===== src/rtl/serial_subtractor_8_bit_if.sv =====
// -----------------------------------------------------------------------------
// serial_subtractor_8_bit_if
// Handshake and data bundle between a controlling FSM (master) and the
// bit-serial subtractor (slave): start/a/b/bin toward the subtractor,
// busy/done/diff/bout back to the controller.
// Optional macro SERIAL_SUB_OVF_EN adds the signed-overflow flag ovf.
// -----------------------------------------------------------------------------
interface serial_subtractor_8_bit_if #(
    parameter int WIDTH = 8
);
    logic             start;
    logic [WIDTH-1:0] a;
    logic [WIDTH-1:0] b;
    logic             bin;
    logic             busy;
    logic             done;
    logic [WIDTH-1:0] diff;
    logic             bout;
`ifdef SERIAL_SUB_OVF_EN
    logic             ovf;
`endif

`ifdef SERIAL_SUB_OVF_EN
    modport master (
        output start, a, b, bin,
        input  busy, done, diff, bout, ovf
    );

    modport slave (
        input  start, a, b, bin,
        output busy, done, diff, bout, ovf
    );
`else
    modport master (
        output start, a, b, bin,
        input  busy, done, diff, bout
    );

    modport slave (
        input  start, a, b, bin,
        output busy, done, diff, bout
    );
`endif

endinterface : serial_subtractor_8_bit_if


===== src/rtl/serial_subtractor_8_bit.sv =====
// -----------------------------------------------------------------------------
// serial_subtractor_8_bit
// Bit-serial subtractor: diff = (a - b - bin) mod 2^WIDTH, one bit per clock,
// LSB first, with a single borrow flip-flop.  Handshake is start/busy/done.
//   IDLE --start--> RUN (WIDTH cycles) --> DONE (one cycle, done=1) --> IDLE
// The partial result lives in its own shift register; diff/bout (and ovf)
// are only written at the RUN->DONE edge, so the previous result stays
// visible while a new operation is running.
// Optional macro SERIAL_SUB_OVF_EN adds a signed-overflow output ovf.
// -----------------------------------------------------------------------------
module serial_subtractor_8_bit #(
    parameter int WIDTH = 8
) (
    input  logic                      clk_i,
    input  logic                      rst_i,
    serial_subtractor_8_bit_if.slave  bus
);

    // Counter wide enough to hold WIDTH-1 (WIDTH >= 2 keeps this >= 1 bit).
    localparam int CW = $clog2(WIDTH);
    localparam logic [CW-1:0] CNT_LAST = CW'(WIDTH - 1);
    localparam logic [CW-1:0] CNT_ZERO = {CW{1'b0}};
    localparam logic [CW-1:0] CNT_ONE  = CW'(1);

    typedef enum logic [1:0] {
        ST_IDLE = 2'b00,
        ST_RUN  = 2'b01,
        ST_DONE = 2'b10
    } state_e;

    // -------------------------------------------------------------------------
    // Full-subtractor bit slice helpers
    // -------------------------------------------------------------------------
    function automatic logic sub_diff_bit(input logic a0, input logic b0,
                                          input logic brw);
        return a0 ^ b0 ^ brw;
    endfunction

    function automatic logic sub_borrow_bit(input logic a0, input logic b0,
                                            input logic brw);
        return (~a0 & b0) | (~(a0 ^ b0) & brw);
    endfunction

    // -------------------------------------------------------------------------
    // State and datapath registers
    // -------------------------------------------------------------------------
    state_e           state_q,  state_d;
    logic [WIDTH-1:0] a_sh_q,   a_sh_d;
    logic [WIDTH-1:0] b_sh_q,   b_sh_d;
    logic [WIDTH-1:0] res_sh_q, res_sh_d;
    logic             brw_q,    brw_d;
    logic [CW-1:0]    cnt_q,    cnt_d;
    logic             busy_q,   busy_d;
    logic             done_q,   done_d;
    logic [WIDTH-1:0] diff_q,   diff_d;
    logic             bout_q,   bout_d;
`ifdef SERIAL_SUB_OVF_EN
    logic             ovf_q,    ovf_d;
`endif

    // Current bit slice outputs (operand LSBs against the running borrow).
    logic             step_diff_s;
    logic             step_brw_s;
    logic [WIDTH-1:0] res_next_s;

    assign step_diff_s = sub_diff_bit(a_sh_q[0], b_sh_q[0], brw_q);
    assign step_brw_s  = sub_borrow_bit(a_sh_q[0], b_sh_q[0], brw_q);
    assign res_next_s  = {step_diff_s, res_sh_q[WIDTH-1:1]};

    // Next-state, datapath update and registered-output decode.
    always_comb begin
        state_d  = state_q;
        a_sh_d   = a_sh_q;
        b_sh_d   = b_sh_q;
        res_sh_d = res_sh_q;
        brw_d    = brw_q;
        cnt_d    = cnt_q;
        busy_d   = 1'b0;
        done_d   = 1'b0;
        diff_d   = diff_q;
        bout_d   = bout_q;
`ifdef SERIAL_SUB_OVF_EN
        ovf_d    = ovf_q;
`endif

        case (state_q)
            ST_IDLE: begin
                if (bus.start) begin
                    // Capture operands now; later input changes cannot
                    // disturb the running operation.
                    a_sh_d   = bus.a;
                    b_sh_d   = bus.b;
                    brw_d    = bus.bin;
                    res_sh_d = {WIDTH{1'b0}};
                    cnt_d    = CNT_ZERO;
                    state_d  = ST_RUN;
                    busy_d   = 1'b1;
                end else begin
                    state_d  = ST_IDLE;
                end
            end

            ST_RUN: begin
                res_sh_d = res_next_s;
                a_sh_d   = {1'b0, a_sh_q[WIDTH-1:1]};
                b_sh_d   = {1'b0, b_sh_q[WIDTH-1:1]};
                brw_d    = step_brw_s;
                if (cnt_q == CNT_LAST) begin
                    // Last bit: publish the complete result in one step.
                    state_d = ST_DONE;
                    cnt_d   = CNT_ZERO;
                    busy_d  = 1'b0;
                    done_d  = 1'b1;
                    diff_d  = res_next_s;
                    bout_d  = step_brw_s;
`ifdef SERIAL_SUB_OVF_EN
                    // At this point the operand LSBs are the original sign
                    // bits and step_diff_s is the result sign bit.
                    ovf_d   = (a_sh_q[0] != b_sh_q[0]) &&
                              (step_diff_s != a_sh_q[0]);
`endif
                end else begin
                    state_d = ST_RUN;
                    cnt_d   = cnt_q + CNT_ONE;
                    busy_d  = 1'b1;
                end
            end

            ST_DONE: begin
                // start is ignored here; it is only sampled back in IDLE.
                state_d = ST_IDLE;
            end

            default: begin
                state_d = ST_IDLE;
                cnt_d   = CNT_ZERO;
            end
        endcase
    end

    // State and datapath register bank with synchronous reset.
    always_ff @(posedge clk_i) begin
        if (rst_i) begin
            state_q  <= ST_IDLE;
            a_sh_q   <= {WIDTH{1'b0}};
            b_sh_q   <= {WIDTH{1'b0}};
            res_sh_q <= {WIDTH{1'b0}};
            brw_q    <= 1'b0;
            cnt_q    <= CNT_ZERO;
            busy_q   <= 1'b0;
            done_q   <= 1'b0;
            diff_q   <= {WIDTH{1'b0}};
            bout_q   <= 1'b0;
`ifdef SERIAL_SUB_OVF_EN
            ovf_q    <= 1'b0;
`endif
        end else begin
            state_q  <= state_d;
            a_sh_q   <= a_sh_d;
            b_sh_q   <= b_sh_d;
            res_sh_q <= res_sh_d;
            brw_q    <= brw_d;
            cnt_q    <= cnt_d;
            busy_q   <= busy_d;
            done_q   <= done_d;
            diff_q   <= diff_d;
            bout_q   <= bout_d;
`ifdef SERIAL_SUB_OVF_EN
            ovf_q    <= ovf_d;
`endif
        end
    end

    // -------------------------------------------------------------------------
    // Outputs come straight from registers
    // -------------------------------------------------------------------------
    assign bus.busy = busy_q;
    assign bus.done = done_q;
    assign bus.diff = diff_q;
    assign bus.bout = bout_q;
`ifdef SERIAL_SUB_OVF_EN
    assign bus.ovf  = ovf_q;
`endif

endmodule : serial_subtractor_8_bit


===== src/flat_wrapper.sv =====
// flat-port wrapper written by rule: the top's interface ports become plain ports
module serial_subtractor_8_bit_flat 
#(
    parameter int WIDTH = 8
)
  (clk_i, rst_i, bus_start, bus_a, bus_b, bus_bin, bus_busy, bus_done, bus_diff, bus_bout);
  serial_subtractor_8_bit_if #(.WIDTH(WIDTH)) bus_i ();
  input  logic clk_i;
  input  logic rst_i;
  input wire logic [$bits(bus_i.start)-1:0] bus_start;
  input wire logic [$bits(bus_i.a)-1:0] bus_a;
  input wire logic [$bits(bus_i.b)-1:0] bus_b;
  input wire logic [$bits(bus_i.bin)-1:0] bus_bin;
  output wire logic [$bits(bus_i.busy)-1:0] bus_busy;
  output wire logic [$bits(bus_i.done)-1:0] bus_done;
  output wire logic [$bits(bus_i.diff)-1:0] bus_diff;
  output wire logic [$bits(bus_i.bout)-1:0] bus_bout;
  assign bus_i.start = bus_start;
  assign bus_i.a = bus_a;
  assign bus_i.b = bus_b;
  assign bus_i.bin = bus_bin;
  assign bus_busy = bus_i.busy;
  assign bus_done = bus_i.done;
  assign bus_diff = bus_i.diff;
  assign bus_bout = bus_i.bout;
  serial_subtractor_8_bit #(.WIDTH(WIDTH)) u_core (.clk_i(clk_i), .rst_i(rst_i), .bus(bus_i));
endmodule

===== config.mk =====
export PLATFORM = sky130hd
export DESIGN_NAME = serial_subtractor_8_bit_flat
export DESIGN_NICKNAME = d
export VERILOG_FILES = /design/src/rtl/serial_subtractor_8_bit_if.sv /design/src/rtl/serial_subtractor_8_bit.sv /design/src/flat_wrapper.sv
export SDC_FILE = /design/constraint.sdc
export NUM_CORES = 1
export LEC_CHECK = 0
export ABC_AREA = 1
export BUFFER_PORTS_ARGS = -buffer_cell sky130_fd_sc_hd__buf_2
export CORE_MARGIN = 4
export CORE_UTILIZATION = 25
export DETAILED_ROUTE_END_ITERATION = 12
export GPL_TIMING_DRIVEN = 0
export PLACE_DENSITY = 0.5
export SLEW_MARGIN = 5
export SYNTH_ARGS = -nofsm -noshare
export SYNTH_HDL_FRONTEND = slang
export SYNTH_SLANG_ARGS = --single-unit

===== constraint.sdc =====
create_clock -name clk_i -period 1.49 [get_ports clk_i]
set_clock_uncertainty 0.15 [all_clocks]
set_input_delay 0.298 -clock clk_i [delete_from_list [all_inputs] [get_ports clk_i]]
set_output_delay 0.298 -clock clk_i [all_outputs]
set_load 0.05 [all_outputs]

== Word-level counts from Yosys, hierarchy flattened ==
Index checks and enable logic that the tools add are counted.
Widths: inputs -> output; s select.
Word-level totals
  register bits after elaboration: 41
  latch bits: 0
  memory bits (writable): 0
  ROM bits: 0
  input bits: 20
  output and inout port bits: 11
  logic and storage cells: 48
  memories kept: 0
Operators by class
  add/sub/neg operators: 1
  multiply operators: 0
  div/mod/pow operators: 0
  order comparisons: 0
  equal/unequal tests: 4
  shift-type cells: 0
  muxes and demuxes: 18
  bitwise operators: 9
  reductions and logical operators: 6
Operators by type and width (count)
  $pmux 8 s2: 3
  $mux 8: 3
  $pmux 3 s3: 1
  $mux 3: 2
  $reduce_and 2->1: 3
  $mux 1: 5
  $not 1->1: 4
  $pmux 1 s2: 2
  $pmux 2 s2: 1
  $add 3x1->3 const B: 1
  $eq 3x3->1 const B: 1
  $and 1x1->1: 2
  $eq 2x1->1 const B: 1
  $eq 2x2->1 const B: 1
  $logic_not 2->1: 1
  $mux 2: 1
  $ne 2x2->1 const B: 1
  $reduce_bool 2->1: 1
  $reduce_or 2->1: 1
  $xor 1x1->1: 2
  $or 1x1->1: 1

== Logic depth before layout (Yosys ltp) ==
  depth in word-level cells: 5
  gate-level depth with buffers: 7
  gate-level depth less buffers: 7

== Least setup slack after synthesis ==
Ideal clock, no wire load.
  path type: reg-to-reg
  start point: register u_core.state_q[0]
  end point: register u_core.diff_q[0] (netlist: u_core.bus.diff[0])
  setup time: 113 ps
  arrival: 1401 ps
  required time: 1227 ps
  setup slack: -174 ps
  stages on the path, launching flop included: 8
  path buffers: 2
  clock period less this slack: 1664 ps
  path through: dfxtp_1 > buf_4 > inv_2 > nor2_4 > nand2_2 > buf_4 > nor2_1 > nor2_1
Between the ends
  longest elaborated chain between the ends: 2
RTL lines
  start, declared: RTL line serial_subtractor_8_bit.sv:47  | state_e state_q, state_d;
  start signal, assigned: RTL line serial_subtractor_8_bit.sv:158  | state_q <= state_d;
  $eq 2x1->1: RTL line serial_subtractor_8_bit.sv:86  | case (state_q)
  $reduce_and 2->1 (no source line)
  end signal, assigned: RTL line serial_subtractor_8_bit.sv:152  | diff_q <= {WIDTH{1'b0}};
  end signal, assigned: RTL line serial_subtractor_8_bit.sv:166  | diff_q <= diff_d;
  end, declared: RTL line serial_subtractor_8_bit.sv:55  | logic [WIDTH-1:0] diff_q, diff_d;
No other way between the ends.
A chain may end at the register's enable or synchronous reset.

==> metrics list <==
- The run finished with clean final reports.
- Hold path startpoint: bus_b[7]
- TritonCTS built the clock tree.
* Overall power consumption: 2160 uW
- The initial utilization of the core area, before any placement, comes to 0.257.
- Setup repair after global routing left no endpoint under its margin.
- The worst hold path passes through 3 cells.
- Layout cells sized above 1: 0.201
- The largest individual stage delay along the critical path comes from the cell sky130_fd_sc_hd__dfxtp_2.
- The endpoint identified for the worst register-to-register timing path is u_core.bus.bout.
* Worst reg2reg path depth: 6
- Of all cell types, the one taking the most synthesized area is sky130_fd_sc_hd__dfxtp_1.
- Average detailed-routed wire length per instance: roughly 10 um
- Dividing the detail-routed via count by the number of cells gives between 4 and 5.
* X dimension of the die: 91.6 um
* DIE AREA: approximately 8400 um^2
- DRC viols: 0
- The clock tree synthesis step divided the H-tree into 2 levels.
- Clock latency reported for the late side of the worst-skew pair: between 0.2 and 0.3 ns
- In this run the worst path has a maximum fanout of 3.
- The first routing iteration left just over 70 violations.
* Via count: 1599
* Cell area after technology mapping: 1750 um^2
- Antenna-violating nets left: 0
- Global-route wire length before repair: around 7000 um
* Pwr Density: 1010 nW/um^2
* Chip Height: between 90 and 100 um
- The number of max-slew violations in the final report came to 0.
- Of the available clock period, the critical path in the final layout requires 0.926.
* Fmax achieved: between 700 and 800 MHz
* Total count of hold-check failures in the final report: 0
- Maximum single-stage delay on the critical path: 0.37 ns
- In the global route stage, overall resource usage came out at 0.102.
- Crit end category: output pin
- DP Wirelength: ~2900 um
- Leaving out fill and tap cells, the most frequent cell in the layout is sky130_fd_sc_hd__nand2_1.
- Yosys warning total: 0
* Hold WC Path Type: in2reg
- Path type of the worst setup path: reg2out
- Nets@finish: roughly 320
* Worst setup slack for register-to-register paths: between 0.1 and 0.15 ns
- Entering global routing, the biggest net connects 12 pins.
* Count of TritonRoute iterations in the first routing pass: 4
* Clk slew on worst S/H paths: 0.07 ns
* Max-Cap Viols: 0
- Most used cells in the layout excluding fill and tap cells: 98 x sky130_fd_sc_hd__nand2_1, 37 x sky130_fd_sc_hd__nor2_1, 37 x sky130_fd_sc_hd__dfxtp_1
- Core area: about 6800 um^2
- The number of clock buffers added by TritonCTS is 5.
- Clk Tree Root Cell: sky130_fd_sc_hd__clkbuf_8
- The clock net in this run drives a total of 39 sinks.
- STA puts the critical path data arrival time at ~0.93 ns.
- Final setup fails: 0
- Data required time at the worst endpoint: roughly 1.0 ns
* Startpoint of the lowest-slack register-to-register path: u_core.cnt_q[0]
- List of cells traversed by the critical path: buf_2
- The via count of the first global-routing pass was 1473.
- Worst Tran Pin Value: 0.519 ns
- Routed wire length: 4090 um
- Cell family with most CP delay: flip-flops
- Buffers inserted during post-CTS setup optimization: 0
* Time the worst path needs with I/O delays and setup: roughly 1.4 ns
- Relative slew slack: 0.654
- Synthesis inferred 39 register bits.
- STA classifies the critical path startpoint as a flip-flop.
- Endpoint of the worst hold path: u_core.b_sh_q[7]
- Area growth from synthesis to final layout: 22.3%
- Port Buf Inserts: 30
- By area the synthesized netlist is led by sky130_fd_sc_hd__dfxtp_1 45%, sky130_fd_sc_hd__nand2_1 21%, sky130_fd_sc_hd__nand3_1 8.0%, sky130_fd_sc_hd__nor2_1 8.0%, sky130_fd_sc_hd__inv_1 3.7%.
- Summed over all layers, the global routing overflow is 0.
- The most critical setup path has its startpoint at u_core.state_q[0].
* Mean area per synthesized cell: 6.82 um^2
- The number of buffers and inverters on the critical path is 1.
- Number of antenna violations at the first check in global routing: 0
* Gate count after technology mapping: roughly 260
- Post-synthesis cell type count: 17
- Of the synthesized area, sequential elements account for 0.447.
- I/O pin count: 31
- Total negative slack: 0 ns
- The number of antenna diodes in the final layout is 0.
- Row generation in the floorplan step produced 30 rows.
- Max Buffers Root-to-Sink: 2
* Synth top area share: 0.447
* Net Count, Synth: ~280
- Hold-fix buffers at CTS: 0
- IR analysis of the VDD net gives a maximum drop of ~0.28 mV.
* Global placer's final weighted congestion: approximately 0.75
- The analysis attributes to cell leakage a power of 0.00105 uW.
## through the flow
stage               cells  instance area [um^2]  hold slack [ns]  utilization  setup WS, ns
floorplan             256                  1750            0.217            -        0.0208
global placement      382                  2020            0.305        0.297        0.0338
detailed placement    382                  2020            0.306        0.297        0.0407
CTS                   389                  2100            0.125        0.310        0.0576
global route          390                  2130            0.132        0.314        0.0116
finish                390                  2130            0.131        0.314         0.110
## worst max path at each step
stage | endpoint | cells past startpoint
after floorplan | u_core.bus.diff[0] | 7
after global placement | u_core.bus.diff[1] | 5
after detailed placement | u_core.bus.bout | 5
after CTS | u_core.bus.diff[2] | 6
after global routing | u_core.b_sh_q[0] | 7
final | bus_busy | 1
## per-layer routing
layer	routed length [um]	track usage	part of all wire	vias to the layer above
met5	0	0	0	-
met4	52	0.0415	0.013	0
met3	151	0.0290	0.037	4
met2	1730	0.146	0.42	24
met1	2160	0.142	0.53	708
li1	-	-	-	863
## where the power goes
group | switching, uW | internal (uW)
combinational | 191 | 120
sequential | 25.6 | 1090
clock | 370 | 364
total | 586 | 1570
## flip-flops by register name, summed over array words and instances (netlist names)
register	flops
u_core.res_sh_q	7
u_core.cnt_q	3
u_core.bus.diff	8
u_core.state_q	2
u_core.bus.done	1
u_core.b_sh_q	8
u_core.brw_q	1
u_core.bus.bout	1
u_core.a_sh_q	8
## area by class of cell
class / instances / area, um^2
buffer: 13 / 93.8
clock buffer: 6 / 82.6
clock inverter: 1 / 5.00
fill: 759 / 4660
inverter: 20 / 77.6
multi-input combinational: 185 / 822
sequential: 39 / 783
tap: 96 / 120
timing repair buffer: 30 / 150
## cells in the mapped netlist, drive strengths merged
cell and instances:
o21ai 1, clkbuf 3, a21oi 12, fa 1, nor2 39, dfxtp 39, buf 10, ha 2
nand3 28, o21a 1, nand2 100, inv 20
## tightest hold or removal path, stage by stage
cell and delay [ns]:
sky130_fd_sc_hd__buf_2 0.10, sky130_fd_sc_hd__nand3_1 0.07, sky130_fd_sc_hd__a21oi_1 0.06
## timing repair
action,in CTS,in global routing
gates resized for setup,0,7
hold endpoints to repair,0,0
setup endpoints to repair,0,13
## cells by family (layout without fill, tap and decap cells)
| group | after synthesis | count (layout) | synth area share |
|---|---|---|---|
| AOI/OAI and AO/OA | 14 | 14 | 0.0437 |
| adders and majority gates | 3 | 3 | 0.0258 |
| buffers and inverters | 33 | 70 | 0.0925 |
| DFF | 39 | 39 | 0.447 |
| and+or+nand+nor | 167 | 168 | 0.391 |
No activity file was read; power rests on OpenSTA's default activity.
